$ cat config.mk
export PLATFORM = sky130hd
export DESIGN_NAME = mips_register_scoreboard_file_flat
export DESIGN_NICKNAME = d
export VERILOG_FILES = /design/src/rtl/mips_register_scoreboard_file_if.sv /design/src/rtl/mips_register_scoreboard_file.sv /design/src/flat_wrapper.sv
export SDC_FILE = /design/constraint.sdc
export NUM_CORES = 2
export LEC_CHECK = 0
export BUFFER_PORTS_ARGS = -buffer_cell sky130_fd_sc_hd__buf_2
export CORE_MARGIN = 5
export CORE_UTILIZATION = 50
export DETAILED_ROUTE_END_ITERATION = 8
export HOLD_SLACK_MARGIN = 0.08
export PLACE_DENSITY = 0.66
export SLEW_MARGIN = 25
export SYNTH_ARGS = -nofsm -noshare
export SYNTH_HDL_FRONTEND = slang
export SYNTH_SLANG_ARGS = --single-unit
$ cat constraint.sdc
create_clock -name clk -period 7.45 [get_ports clk]
set_clock_uncertainty 0.05 [all_clocks]
set_input_delay 0.3725 -clock clk [delete_from_list [all_inputs] [get_ports clk]]
set_output_delay 0.3725 -clock clk [all_outputs]
set_load 0.03 [all_outputs]
$ cat src/rtl/mips_register_scoreboard_file_if.sv
// Decode-stage register file bus: operand reads, issue, write-back and stall.
interface mips_register_scoreboard_file_if #(
    parameter int WIDTH      = 32,
    parameter int DEPTH      = 32,
    parameter int READ_PORTS = 2
);
    localparam int AW = $clog2(DEPTH);

    logic [READ_PORTS*AW-1:0]    rdAddr;
    logic [READ_PORTS-1:0]       rdValid;
    logic [READ_PORTS*WIDTH-1:0] rdData;
    logic                        portEq;
    logic                        issueValid;
    logic                        issueLoad;
    logic [AW-1:0]               issueAddr;
    logic                        wrEnable;
    logic [AW-1:0]               wrAddr;
    logic [WIDTH-1:0]            wrData;
    logic                        wrLoad;
    logic                        stall;
    logic [AW:0]                 pendingCount;

    modport master (
        output rdAddr, rdValid, issueValid, issueLoad, issueAddr,
        output wrEnable, wrAddr, wrData, wrLoad,
        input  rdData, portEq, stall, pendingCount
    );

    modport slave (
        input  rdAddr, rdValid, issueValid, issueLoad, issueAddr,
        input  wrEnable, wrAddr, wrData, wrLoad,
        output rdData, portEq, stall, pendingCount
    );
endinterface

$ cat src/rtl/mips_register_scoreboard_file.sv
// MIPS register file with per-register load scoreboard and stall output.
// Define MIPS_REGISTER_FILE_BYPASS_EN for same-cycle write-back forwarding.
module mips_register_scoreboard_file #(
    parameter int WIDTH      = 32,
    parameter int DEPTH      = 32,
    parameter int READ_PORTS = 2
) (
    input logic clk,
    input logic rst_n,
    mips_register_scoreboard_file_if.slave bus
);
    localparam int AW = $clog2(DEPTH);

    logic [WIDTH-1:0]      regs_q [DEPTH];
    logic [WIDTH-1:0]      regs_d [DEPTH];
    logic [DEPTH-1:0]      pend_q;
    logic [DEPTH-1:0]      pend_d;
    logic [AW:0]           cnt_q;
    logic [AW:0]           cnt_d;
    logic [AW-1:0]         ra [READ_PORTS];
    logic [WIDTH-1:0]      rd [READ_PORTS];
    logic [READ_PORTS-1:0] fwd_hit;
    logic [READ_PORTS-1:0] hit;
    logic                  stall;
    logic                  issue_set;
    logic                  wb_load;

    assign wb_load = bus.wrEnable & bus.wrLoad;

    always_comb begin
        bus.rdData = '0;
        for (int k = 0; k < READ_PORTS; k++) begin
            ra[k] = bus.rdAddr[k*AW +: AW];
            rd[k] = regs_q[ra[k]];
            fwd_hit[k] = 1'b0;
`ifdef MIPS_REGISTER_FILE_BYPASS_EN
            if (bus.wrEnable && bus.wrAddr == ra[k])
                rd[k] = bus.wrData;
            fwd_hit[k] = wb_load & (bus.wrAddr == ra[k]);
`endif
            // r0 is hardwired; this also masks any forwarded r0 write
            if (ra[k] == '0)
                rd[k] = '0;
            hit[k] = bus.rdValid[k] & pend_q[ra[k]] & ~fwd_hit[k];
            bus.rdData[k*WIDTH +: WIDTH] = rd[k];
        end
    end

    assign stall            = |hit;
    assign bus.stall        = stall;
    assign bus.portEq       = (rd[0] == rd[1]);
    assign bus.pendingCount = cnt_q;

    assign issue_set = bus.issueValid & bus.issueLoad & ~stall
                     & (bus.issueAddr != '0);

    // Set is applied after clear so a newer load to the same reg wins
    always_comb begin
        pend_d = pend_q;
        if (wb_load)
            pend_d[bus.wrAddr] = 1'b0;
        if (issue_set)
            pend_d[bus.issueAddr] = 1'b1;
        pend_d[0] = 1'b0;
        cnt_d = '0;
        for (int i = 0; i < DEPTH; i++)
            cnt_d = cnt_d + {{AW{1'b0}}, pend_d[i]};
    end

    always_comb begin
        for (int i = 0; i < DEPTH; i++)
            regs_d[i] = regs_q[i];
        if (bus.wrEnable && bus.wrAddr != '0)
            regs_d[bus.wrAddr] = bus.wrData;
    end

    always_ff @(posedge clk or negedge rst_n) begin
        if (!rst_n) begin
            for (int i = 0; i < DEPTH; i++)
                regs_q[i] <= '0;
            pend_q <= '0;
            cnt_q  <= '0;
        end else begin
            for (int i = 0; i < DEPTH; i++)
                regs_q[i] <= regs_d[i];
            pend_q <= pend_d;
            cnt_q  <= cnt_d;
        end
    end
endmodule

$ cat src/flat_wrapper.sv
// flat-port wrapper written by rule: the top's interface ports become plain ports
module mips_register_scoreboard_file_flat 
#(
    parameter int WIDTH      = 32,
    parameter int DEPTH      = 32,
    parameter int READ_PORTS = 2
)
  (clk, rst_n, bus_rdAddr, bus_rdValid, bus_issueValid, bus_issueLoad, bus_issueAddr, bus_wrEnable, bus_wrAddr, bus_wrData, bus_wrLoad, bus_rdData, bus_portEq, bus_stall, bus_pendingCount);
  mips_register_scoreboard_file_if #(.WIDTH(WIDTH), .DEPTH(DEPTH), .READ_PORTS(READ_PORTS)) bus_i ();
  input logic clk;
  input logic rst_n;
  input wire logic [$bits(bus_i.rdAddr)-1:0] bus_rdAddr;
  input wire logic [$bits(bus_i.rdValid)-1:0] bus_rdValid;
  input wire logic [$bits(bus_i.issueValid)-1:0] bus_issueValid;
  input wire logic [$bits(bus_i.issueLoad)-1:0] bus_issueLoad;
  input wire logic [$bits(bus_i.issueAddr)-1:0] bus_issueAddr;
  input wire logic [$bits(bus_i.wrEnable)-1:0] bus_wrEnable;
  input wire logic [$bits(bus_i.wrAddr)-1:0] bus_wrAddr;
  input wire logic [$bits(bus_i.wrData)-1:0] bus_wrData;
  input wire logic [$bits(bus_i.wrLoad)-1:0] bus_wrLoad;
  output wire logic [$bits(bus_i.rdData)-1:0] bus_rdData;
  output wire logic [$bits(bus_i.portEq)-1:0] bus_portEq;
  output wire logic [$bits(bus_i.stall)-1:0] bus_stall;
  output wire logic [$bits(bus_i.pendingCount)-1:0] bus_pendingCount;
  assign bus_i.rdAddr = bus_rdAddr;
  assign bus_i.rdValid = bus_rdValid;
  assign bus_i.issueValid = bus_issueValid;
  assign bus_i.issueLoad = bus_issueLoad;
  assign bus_i.issueAddr = bus_issueAddr;
  assign bus_i.wrEnable = bus_wrEnable;
  assign bus_i.wrAddr = bus_wrAddr;
  assign bus_i.wrData = bus_wrData;
  assign bus_i.wrLoad = bus_wrLoad;
  assign bus_rdData = bus_i.rdData;
  assign bus_portEq = bus_i.portEq;
  assign bus_stall = bus_i.stall;
  assign bus_pendingCount = bus_i.pendingCount;
  mips_register_scoreboard_file #(.WIDTH(WIDTH), .DEPTH(DEPTH), .READ_PORTS(READ_PORTS)) u_core (.clk(clk), .rst_n(rst_n), .bus(bus_i));
endmodule
Yosys cells after proc, flatten, opt, wreduce, memory -nomap -nowiden
Index checks and enable logic that the tools add are counted.

Flip-flop bits (word level): 1061. Latch bits: 0. RAM bits: 0. Bits in read-only memories: 0. Input bits: 60. Output and inout port bits: 72. Logic and storage cells: 118. Memories kept: 0.

$add $sub $neg: 30. Multiply operators: 0. Div/mod/pow operators: 0. Magnitude comparators: 10. Equality and inequality tests: 1. Shifts and indexed selects: 0. Muxes and demuxes: 21. Bitwise gates (word level): 13. Reduce and logical (&&, ||, !) cells: 9.

Operator list (count): $bwmux 1024 (1); $bmux 32 s5 (2); $mux 32 (9); $add 6x1->6 (29); $demux 32 s5 (1); $and 32x32->32 (1); $eq 32x32->1 (1); $not 32->32 (1); $or 32x32->32 (1); $lt 5x6->1 const B (4); $ge 6x6->1 const B (3); $not 5->6 (3); $bmux 1 s5 (2); $demux 1 s5 (2); $ge 5x1->1 const B (2); $logic_not 5->1 (2); $reduce_bool 5->1 (2); $and 1x1->1 (6); $lt 6x1->1 const B (1); $logic_and 1x1->1 (4); $mux 1 (4); $add 1x1->2 (1); $reduce_or 2->1 (1); $not 1->1 (1).

Depth between registers and ports, before layout
Depth in word-level cells: 39. Mapped depth: 26. Depth with buffers taken out: 24.

Least setup slack after synthesis
OpenSTA, ideal clock, no wires.

Kind: input to register. From: input port bus_rdAddr[5]. To: register u_core.cnt_q[4], in the netlist u_core.bus.pendingCount[4]. Setup time: 0.080 ns. Arrival: 6.809 ns. Required time: 7.320 ns. Path slack: 0.511 ns. Stages on the path: 21. Cell sequence: buf_4 > mux4_2 > mux4_2 > mux2_1 > a22oi_2 > nand4b_1 > o21ai_0 > ha_1 > inv_1 > fa_1 > fa_1 > inv_1 > fa_1 > fa_1 > fa_1 > fa_1 > ha_1 > fa_1 > a21o_1 > a21oi_1 > xnor2_1.

Longest elaborated chain between the ends: 38.

RTL lines: start: declaration (line flat_wrapper.sv:12) `input wire logic [$bits(bus_i.rdAddr)-1:0] bus_rdAddr;`; $bmux 1 s5 (line mips_register_scoreboard_file.sv:44) `hit[k] = bus.rdValid[k] & pend_q[ra[k]] & ~fwd_hit[k];`; $mux 1 (not written as such) (line mips_register_scoreboard_file.sv:44); $and 1x1->1 (line mips_register_scoreboard_file.sv:44); $reduce_or 2->1 (line mips_register_scoreboard_file.sv:49) `assign stall = |hit;`; $not 1->1 (line mips_register_scoreboard_file.sv:54) `assign issue_set = bus.issueValid & bus.issueLoad & ~stall`; $and 1x1->1 (line mips_register_scoreboard_file.sv:54); $and 1x1->1 (line mips_register_scoreboard_file.sv:55) `& (bus.issueAddr != '0);`; $mux 32 (line mips_register_scoreboard_file.sv:62) `if (issue_set)`; via u_core.pend_d[1] (line mips_register_scoreboard_file.sv:17) `logic [DEPTH-1:0] pend_d;`; $add 1x1->2 (line mips_register_scoreboard_file.sv:67) `cnt_d = cnt_d + {{AW{1'b0}}, pend_d[i]};`; $add 6x1->6 (29 in a row) (line mips_register_scoreboard_file.sv:67); via u_core.cnt_d[4] (line mips_register_scoreboard_file.sv:19) `logic [AW:0] cnt_d;`; end signal: assignment (line mips_register_scoreboard_file.sv:87) `cnt_q <= cnt_d;`; end: declaration (line mips_register_scoreboard_file.sv:18) `logic [AW:0] cnt_q;`.

The timed path passes the listed nets, and every way through them passes these cells. The select of a mux whose other input is x is not followed. A chain may end at the register's enable or synchronous reset.

Worst setup path in the final report
From: register u_core.pend_q[31]. To: register u_core.cnt_q[4], in the netlist u_core.bus.pendingCount[4].

Longest elaborated chain between the ends: 38. Elaborated cells on any way between the ends: 44. Classes of those cells: add/sub: 30; mux: 6; bitwise: 7; reduce/logical: 1.

RTL lines: start: declaration (line mips_register_scoreboard_file.sv:16) `logic [DEPTH-1:0] pend_q;`; start signal: assignment (line mips_register_scoreboard_file.sv:86) `pend_q <= pend_d;`; $bmux 1 s5 (line mips_register_scoreboard_file.sv:44); $mux 1 (not written as such) (line mips_register_scoreboard_file.sv:44); $and 1x1->1 (line mips_register_scoreboard_file.sv:44); $reduce_or 2->1 * (line mips_register_scoreboard_file.sv:49); $not 1->1 * (line mips_register_scoreboard_file.sv:54); $and 1x1->1 * (line mips_register_scoreboard_file.sv:54); $and 1x1->1 * (line mips_register_scoreboard_file.sv:55); $mux 32 * (line mips_register_scoreboard_file.sv:62); via u_core.pend_d[1] (line mips_register_scoreboard_file.sv:17); $add 1x1->2 * (line mips_register_scoreboard_file.sv:67); $add 6x1->6 * (29 in a row) (line mips_register_scoreboard_file.sv:67); via u_core.cnt_d[4] (line mips_register_scoreboard_file.sv:19).

The timed path passes the listed nets; every way through them passes the cells marked *. The select of a mux whose other input is x is not followed.

==> impl_metrics.py <==
metrics = {
    "outcome": {
        "status": "complete, no violations",
    },
    "route": {
        "wl_per_cell_microns": 33.5,
        "drtAntennaViolNets": 0,
        "drt_iter0_drc": 3577,
        "drc": 0,
        "wl_mm": 183,
        "num_vias": 37000,
        "drt-pass1-iter-count": 6,
        "vias_per_cell": 6.79,
    },
    "grt": {
        "track_usage_pct": 30.0,
        "grt_pass1_vias": 38000,
        "grt_overflow": 0,
        "grt_pass1_wl_mm": 269,
        "grt_start_max_net_pins": 175,
        "antenna_found_initial": 7,
    },
    "pwr": {
        "seq_power_share_pct": 41.0,
        "p_int_uw": 13200,
        "switching_share_pct": 29.8,
        "p_switching_uw": 5590,
        "ir_worst_vdd_v": 0.000509,
        "powerDensity_nw_per_um2": 297,
        "p_leak_uw": 0.0274,
        "pwr-share-comb_pct": 26.5,
        "pwr-share-clk_pct": 32.5,
    },
    "yosys": {
        "synthTopCellsByArea": "dfrtp_1, mux2_2, mux4_2",
        "yosys.area.top_type": "dfrtp_1",
        "synthTopCellsByCount": "dfrtp_1, mux2_2, mux4_2",
        "synth_cells": 3924,
        "yosys.area.top_type_share_pct": 46.5,
        "syn_nets": 4016,
        "synth_warnings": 0,
        "ys_seq_area_share_pct": 46.5,
        "synth_flop_cell": "dfrtp_1",
        "yosysMostFrequentCell": "dfrtp_1",
        "synth_edf_count": 0,
        "syn_area_per_cell_sq_um": 14.6,
        "yosys.cell_types.count": 58,
        "mappedNetlistArea_sq_um": 57100,
        "ys_seq_elements": 1061,
        "synthArstFlopShare_pct": 100,
    },
    "sta": {
        "setup_slack_ns": 0.345,
        "worst_slew_pin_slew_ns": 1.19,
        "setup_viol": 0,
        "fmax_mhz": 141,
        "finalCritPeriodShare_pct": 95.4,
        "min_period_ns": 7.11,
        "hold_viol": 0,
        "rsz0062_at_grt": "no",
        "finalSetupTns_ns": 0,
        "drv_slew": 0,
        "slew_headroom_pct": 19.6,
    },
    "floorplanning": {
        "start_util_pct": 50.2,
        "row_count": 124,
        "io_pins": 132,
        "die_x_microns": 348,
        "core_sq_um": 114000,
        "die_area_sq_um": 121000,
        "die_h_microns": 348,
    },
    "cells_and_area": {
        "drive_gt1_share_pct": 50.2,
        "syn_to_final_growth_pct": 10.7,
        "layout.nets": 3934,
        "stdcell_area_sq_um": 63300,
    },
    "setup_path": {
        "crit_required_ns": 8.01,
        "r2r_start": "u_core.pend_q[31]",
        "r2r-end": "u_core.bus.pendingCount[4]",
        "path_class": "reg2reg",
        "cp_data_arrival_time_ns": 7.66,
        "crit_fanout": 8,
        "r2r_cells": 21,
        "worstSetupEndpoint": "u_core.bus.pendingCount[4]",
        "critPathCaptureType": "register",
        "startpoint_type": "register",
        "startpoint": "u_core.pend_q[31]",
        "reg2reg_slack_ns": 0.34,
    },
    "placement": {
        "placed_area_sq_um": 59200,
        "portBuffers": 131,
        "dp_hpwl_mm": 107,
        "gp_congestion": 0.879,
        "post-place-ws_ns": 0.0281,
    },
    "clock_tree": {
        "clkSinkCount": 1061,
        "post_cts_buffers": 0,
        "clkLatencyLatePin_ns": 0.70,
        "cts_buffers": 114,
        "clk_pin_slew_ns": 0.06,
        "htree_levels": 3,
        "cts_tree": "done",
        "clk_path_buf_depth": 3,
        "root_buffer": "clkbuf_16",
    },
    "min_path": {
        "hp-class": "in2reg",
        "min_path_cells": 3,
    },
    "job": {
        "maxCapViolCount": 0,
    },
}
==> state kept, by name, indices dropped and copies added (netlist names) <==
name,count
u_core.regs_q,1024
u_core.pend_q,31
u_core.bus.pendingCount,6
==> worst max-delay path, stage by stage (launching register included) <==
cell and delay (ns):
dfrtp_1 0.39, mux4_2 0.49, mux4_2 0.50, mux2_2 0.29
a22oi_2 0.30, nand4b_1 0.14, buf_4 0.19, o21ai_1 0.19
ha_1 0.26, inv_1 0.07, fa_1 0.42, fa_1 0.50
inv_1 0.05, fa_1 0.47, fa_1 0.57, fa_1 0.45
fa_1 0.47, ha_1 0.25, fa_1 0.46, a21o_1 0.20
a21oi_1 0.16, xnor2_1 0.14
==> final cells by class <==
class,count,area (sq um)
antenna,2,5.00
clock buffer,156,3280
clock inverter,56,743
fill,9332,50600
inverter,46,173
multi-input combinational,2380,28900
sequential,1061,26600
tap,1512,1890
timing repair buffer,239,1710
==> timing repair <==
| action | CTS | global route |
|---|---|---|
| hold buffers | 1 | 0 |
| hold endpoints to repair | 74 | 0 |
| resized for setup | 0 | 2 |
| endpoints found under the setup margin | 0 | 1 |
==> metal layers <==
layer	global-route usage, %	wire, microns
met1	41.6	74600
met2	47.2	85700
met3	5.91	14000
met4	11.7	8620
met5	0	14
==> how the worst min path moves through the flow <==
stage / start / to / slack (ns)
after floorplan: rst_n / u_core.bus.pendingCount[0] / 0.03
after global placement: u_core.regs_q[1021] / u_core.regs_q[1021] / 0.31
after detailed placement: u_core.regs_q[1021] / u_core.regs_q[1021] / 0.31
after CTS: bus_issueAddr[4] / u_core.pend_q[16] / 0.08
after global routing: bus_issueAddr[4] / u_core.pend_q[16] / 0.11
final: bus_issueAddr[4] / u_core.pend_q[16] / 0.12
==> cells in the final DEF, fill, tap and decap left out, drive strengths merged, types with 17 or more instances in the layout <==
cell    synthesis  layout
dfrtp        1061    1061
mux2         1058    1058
mux4          431     431
buf           139     237
mux2i         209     209
clkbuf        298     157
a22oi         140     140
a221oi         78      78
o21ai          72      72
nand2          55      55
inv            46      50
nor2           42      42
a31oi          33      33
nor2b          31      31
nand3          30      30
clkinv          0      29
o211ai         23      23
xor2           23      23
fa             23      23
and3           21      21
bufinv          0      17
==> cells by family (layout without fill, tap and decap cells) <==
kind of cell | count (synthesis) | count (layout) | share of synthesized area, %
buffers and inverters | 483 | 497 | 3.51
AND/OR/NAND/NOR | 222 | 222 | 1.99
AO/OA/AOI/OAI | 394 | 394 | 4.98
multiplexers | 1698 | 1698 | 41.5
flip-flops | 1061 | 1061 | 46.5
XOR/XNOR | 34 | 34 | 0.521
other | 0 | 2 | 0
adder cells (fa/ha/maj) | 32 | 32 | 1.00
==> through the flow <==
| step | total power [uW] | hold WS (ns) | utilization (%) | instances |
|---|---|---|---|---|
| 5_1_grt | 19700 | 0.114 | 55.5 | 5451 |
| 4_1_cts | 18800 | 0.0827 | 55.5 | 5448 |
| 3_5_place_dp | 12700 | 0.313 | 51.9 | 5235 |
| 3_3_place_gp | 12600 | 0.314 | 51.9 | 5235 |
| 6_report | 18800 | 0.123 | 55.5 | 5452 |
| 2_1_floorplan | 11300 | 0.0269 | - | 3924 |
==> power by group through the flow <==
stage	clock network [uW]	logic [uW]	registers, uW
floorplan	0	3800	7520
global placement	0	4870	7720
detailed placement	0	4960	7770
CTS	6180	4990	7670
global route	6420	5490	7830
finish	6110	4970	7710
Power figures use the tool's default switching activity.
